`src/rtl/fc_output_drain.sv`:
```
// Shadow-register drain for the FC fold accumulator: snapshots the sum vector on
// capture, requantizes it and streams it out BEAT lanes at a time over valid/ready.
// Optional build macro DRAIN_OFFSET_EN: subtract OFFSET with a ReLU floor before the shift.
module fc_output_drain #(
  parameter  int N_LANE = 55,
  parameter  int SUM_WD = 16,
  parameter  int OUT_WD = 8,
  parameter  int BEAT   = 5,
  parameter  int SHIFT  = 4,
  parameter  int OFFSET = 0,
  localparam int NBEAT  = N_LANE / BEAT,
  localparam int BW     = (NBEAT > 1) ? $clog2(NBEAT) : 1
) (
  input  logic                     clk,
  input  logic                     rst_n,
  input  logic                     capture,
  input  logic [N_LANE*SUM_WD-1:0] sum,
  output logic                     cap_ready,
  output logic                     busy,
  output logic                     out_valid,
  input  logic                     out_ready,
  output logic [BEAT*OUT_WD-1:0]   out_data,
  output logic [BW-1:0]            out_beat,
  output logic                     out_last,
  output logic                     overrun,
  input  logic                     clr_err
);

  if ((N_LANE % BEAT) != 0 || SHIFT < 0 || SHIFT >= SUM_WD || OUT_WD >= SUM_WD ||
      OFFSET < 0 || OFFSET >= (2 ** SUM_WD)) begin : g_bad_cfg
    $error("fc_output_drain: illegal parameter combination");
  end

  typedef enum logic {S_IDLE, S_STREAM} state_t;

  localparam logic [SUM_WD-1:0] SAT_LIM = SUM_WD'((1 << OUT_WD) - 1);

  state_t                     r_state, w_state_nxt;
  logic [BW-1:0]              r_beat_idx, w_beat_nxt;
  logic [N_LANE*SUM_WD-1:0]   r_shadow;
  logic                       r_overrun;
  logic                       w_fire, w_last, w_cap_ready, w_accept;

  function automatic logic [OUT_WD-1:0] requant(input logic [SUM_WD-1:0] s);
    logic [SUM_WD-1:0] v;
`ifdef DRAIN_OFFSET_EN
    logic [SUM_WD:0] d;
    // Both operands are below 2^SUM_WD, so the extra top bit is the sign of s - OFFSET.
    d = {1'b0, s} - (SUM_WD + 1)'(OFFSET);
    if (d[SUM_WD]) return '0;
    v = d[SUM_WD-1:0] >> SHIFT;
`else
    v = s >> SHIFT;
`endif
    return (v > SAT_LIM) ? {OUT_WD{1'b1}} : v[OUT_WD-1:0];
  endfunction

  assign out_valid   = (r_state == S_STREAM);
  assign busy        = (r_state != S_IDLE);
  assign w_last      = (r_state == S_STREAM) && (r_beat_idx == BW'(NBEAT - 1));
  assign w_fire      = out_valid && out_ready;
  // A capture on the final handshake is accepted so the next frame follows with no bubble.
  assign w_cap_ready = (r_state == S_IDLE) || (w_fire && w_last);
  assign w_accept    = capture && w_cap_ready;
  assign cap_ready   = w_cap_ready;
  assign out_last    = w_last;
  assign out_beat    = r_beat_idx;
  assign overrun     = r_overrun;

  // NOTE: every variable driven here gets a default first, so no latch is inferred.
  always_comb begin
    w_state_nxt = r_state;
    w_beat_nxt  = r_beat_idx;
    if (w_accept) begin
      w_state_nxt = S_STREAM;
      w_beat_nxt  = '0;
    end else if (w_fire) begin
      if (w_last) begin
        w_state_nxt = S_IDLE;
        w_beat_nxt  = '0;
      end else begin
        w_beat_nxt  = r_beat_idx + 1'b1;
      end
    end
  end

  // NOTE: sequential state uses non-blocking assignments so every flop samples pre-edge values.
  always_ff @(posedge clk or negedge rst_n) begin
    if (!rst_n) begin
      r_state    <= S_IDLE;
      r_beat_idx <= '0;
      r_overrun  <= 1'b0;
    end else begin
      r_state    <= w_state_nxt;
      r_beat_idx <= w_beat_nxt;
      if (capture && !w_cap_ready) r_overrun <= 1'b1;
      else if (clr_err)            r_overrun <= 1'b0;
    end
  end

  // NOTE: the shadow bank is reset so a stale frame can never reach out_data after reset.
  always_ff @(posedge clk or negedge rst_n) begin
    if (!rst_n)        r_shadow <= '0;
    else if (w_accept) r_shadow <= sum;
  end

  always_comb begin
    out_data = '0;
    for (int k = 0; k < BEAT; k++) begin
      out_data[k*OUT_WD +: OUT_WD] =
        requant(r_shadow[(int'(r_beat_idx) * BEAT + k) * SUM_WD +: SUM_WD]);
    end
  end

endmodule

```
`config.mk`:
```
export PLATFORM = sky130hd
export DESIGN_NAME = fc_output_drain
export DESIGN_NICKNAME = d
export VERILOG_FILES = /design/src/rtl/fc_output_drain.sv
export SDC_FILE = /design/constraint.sdc
export NUM_CORES = 2
export LEC_CHECK = 0
export CAP_MARGIN = 40
export CORE_UTILIZATION = 30
export DETAILED_ROUTE_END_ITERATION = 8
export GPL_ROUTABILITY_DRIVEN = 0
export PLACE_DENSITY = 0.59
export SLEW_MARGIN = 20
export SYNTH_ARGS = -nofsm -noshare
export SYNTH_HDL_FRONTEND = slang
export SYNTH_SLANG_ARGS = --single-unit
```
`constraint.sdc`:
```
create_clock -name clk -period 7.4 [get_ports clk]
set_clock_uncertainty 0.05 [all_clocks]
set_input_delay 1.48 -clock clk [delete_from_list [all_inputs] [get_ports clk]]
set_output_delay 1.48 -clock clk [all_outputs]
set_load 0.1 [all_outputs]
```
==> results.json <==
{
  "initial_core_util_pct": 30.3,
  "critPathKind": "reg2out",
  "ys_top_cells_by_area": "dfrtp_1 40%, mux4_2 18%, mux2_2 18%, mux2i_1 3.4%, buf_2 2.1%",
  "multi_input_area_sq_um": 23600,
  "grt_pass1_wl_mm": 290,
  "cp_slowest_cell": "xor2_4",
  "crit_path_max_fanout": 53,
  "syn_avg_cell_area_sq_um": 12.7,
  "antenna_found_initial": 118,
  "cts_htree_levels": 3,
  "yosysTopAreaCellShare_pct": 40.1,
  "endpoint_kind": "output port",
  "crit-reg2reg-launch": "out_beat[1]",
  "cts_buffers": 84,
  "setup_viol": 0,
  "grt_use_total_pct": 29.9,
  "crit_required_ns": 5.87,
  "layout-drive-gt1-share_pct": 34.9,
  "wire_per_inst_microns": 36.6,
  "drc": 0,
  "cpPeakStageDelay_ns": 0.80,
  "synth_top_cell_by_area": "dfrtp_1",
  "hold_end": "overrun",
  "clock_path_buffers": 3,
  "most-common-layout-cells": "677 x mux2_2, 675 x clkdlybuf4s50_1, 663 x dfrtp_1",
  "async_reset_ff_share_pct": 100,
  "fill_cells": 13157,
  "coreArea_sq_um": 137000,
  "cts_tree": "done",
  "clk_pin_slew_ns": 0.06,
  "grt_max_degree": 158,
  "worstPathArrival_ns": 5.76,
  "synth.net_count": 4171,
  "ys_warn_count": 0,
  "synth-edff-count": 0,
  "finalCriticalPeriod_ns": 7.29,
  "hold_class": "reg2reg",
  "synth_cells": 3276,
  "ant_nets": 0,
  "worstHoldStart": "overrun",
  "std_cell_rows": 136,
  "path_buf_inv": 3,
  "setup.worst_path.start_class": "register",
  "worstRegToRegCells": 8,
  "fmax_mhz": 137,
  "finalHoldViolations": 0,
  "drt-total-wl_mm": 214,
  "netlist_area_sq_um": 41600,
  "drv_slew": 0,
  "first_pass_iters": 8,
  "drv_cap": 0,
  "r2r_end": "r_shadow[584]",
  "cts_setup_buffers": 0,
  "outcome": "completed",
  "whs_ns": 0.442,
  "cpMostUsedCell": "buf_4",
  "dieHeight_microns": 374,
  "ios": 934,
  "layout_commonest_cell": "mux2_2",
  "grt-ovfl-total": 0,
  "synth_flop_cell": "dfrtp_1",
  "clk_latency_ns": 0.72,
  "area.sequential_sq_um": 16700,
  "fin_tns_setup_ns": 0,
  "port_buffers": 713,
  "nNetsFinal": 4837,
  "ys_types": 79,
  "ys_ff_latch": 666,
  "rsz0062_at_grt": "false",
  "fp.dieW_microns": 374,
  "die-area_sq_um": 140000,
  "syn_to_final_growth_pct": 31.0,
  "ff2ff_setup_slack_ns": 2.66,
  "slew_headroom_pct": 30.8,
  "whs_path_depth": 1,
  "grt_pass1_vias": 35120,
  "cp_top_family": "compound AO/OA/AOI/OAI gates",
  "cts_root_buf": "clkbuf_16",
  "clock_sinks": 666,
  "tightest_slew_ns": 1.04,
  "viasPerCell": 6.22,
  "ys_seq_area_share_pct": 40.1,
  "vias": 36465,
  "dpl.hpwl_mm": 166,
  "crit_cells": 11,
  "crit_chain": "buf_4 > ha_1 > a21oi_2 > xor2_4 > buf_4 > o41ai_1 > a311oi_1 > a21oi_1 > o21ai_2 > a31oi_2 > buf_12",
  "min_period_over_period_pct": 98.5,
  "dr.first_iter.drc_count": 5277
}
[kinds of logic (layout without fill, tap and decap cells)]
logic type / Yosys count / in the layout / share of synthesized area (%)
and+or+nand+nor: 633 / 633 / 7.10
AOI/OAI and AO/OA: 491 / 491 / 8.30
DFF: 666 / 666 / 40.1
buffers and inverters: 298 / 1031 / 3.58
xor gates and xnor gates: 22 / 22 / 0.625
adders and majority gates: 10 / 10 / 0.319
muxes: 1156 / 1156 / 40.0
other: 0 / 58 / 0
[how the worst max path moves through the flow]
stage	slack, ns	from	endpoint
floorplan	0.1	out_beat[0]	out_data[30]
CTS	0.15	out_beat[1]	out_data[19]
detailed placement	0.94	out_beat[1]	out_data[19]
global placement	0.93	out_beat[1]	out_data[19]
global route	0.02	out_beat[1]	out_data[10]
finish	0.11	out_beat[1]	out_data[27]
[final cells by class]
class / count / share of cell area [%]
Timing Repair Buffer: 868 / 16.3
Antenna cell: 58 / 0.266
Multi-Input combinational cell: 2312 / 43.4
Clock buffer: 108 / 4.30
Tap cell: 1794 / 4.12
Clock inverter: 45 / 0.943
Sequential cell: 666 / 30.6
Inverter: 10 / 0.0780
[repair_timing]
item	CTS	global route
gates resized for setup	0	4
hold buffers	0	0
hold endpoints to repair	0	0
endpoints found under the setup margin	0	4
[per-stage QoR]
step                utilization (%)  worst slack [ns]  area [sq um]  std cells
finish                         39.6             0.110         54500       5861
global route                   39.6            0.0192         54400       5839
CTS                            39.5             0.155         54300       5801
detailed placement             37.4             0.936         51500       5648
global placement               37.2             0.933         51100       5625
floorplan                         -            0.0993         41600       3276
[sequential cells by signal, indices dropped and copies added (netlist names)]
signal	count
busy	1
out_beat	4
overrun	1
r_shadow	660
[metal layers]
layer  global-route usage (%)  vias to the layer above  wire length [microns]
met1                     35.1                    18447                  75000
met5                    0.858                        -                    721
met4                     19.3                       88                  16200
li1                         -                    14323                      -
met2                     44.1                     2872                  92600
met3                     13.3                      735                  29800
[synthesized netlist by cell type, drive strengths merged (3+ instances only)]
| cell type | n |
|---|---|
| o311ai | 15 |
| a21oi | 111 |
| o221ai | 44 |
| o21ai | 70 |
| o31a | 3 |
| a41oi | 3 |
| a221oi | 29 |
| clkbuf | 65 |
| a221o | 7 |
| o31ai | 10 |
| a311oi | 18 |
| ha | 9 |
| a211oi | 39 |
| and2 | 4 |
| o41ai | 8 |
| a31oi | 36 |
| a22oi | 10 |
| o2111ai | 9 |
| nand4 | 12 |
| inv | 10 |
| xnor2 | 11 |
| nand3 | 81 |
| and3 | 10 |
| nand2b | 6 |
| o32ai | 4 |
| mux4 | 339 |
| nor2 | 143 |
| xor2 | 11 |
| o22ai | 15 |
| nor3 | 74 |
| mux2i | 140 |
| mux2 | 677 |
| nand2 | 201 |
| a2111oi | 12 |
| dfrtp | 666 |
| o211ai | 16 |
| buf | 223 |
| or3 | 4 |
| a32oi | 4 |
| a211o | 12 |
| nor2b | 17 |
| or4 | 7 |
| nor4 | 63 |
Power is not shown: default switching activity piles up to over one toggle a cycle in this logic, so the estimate is an artifact.
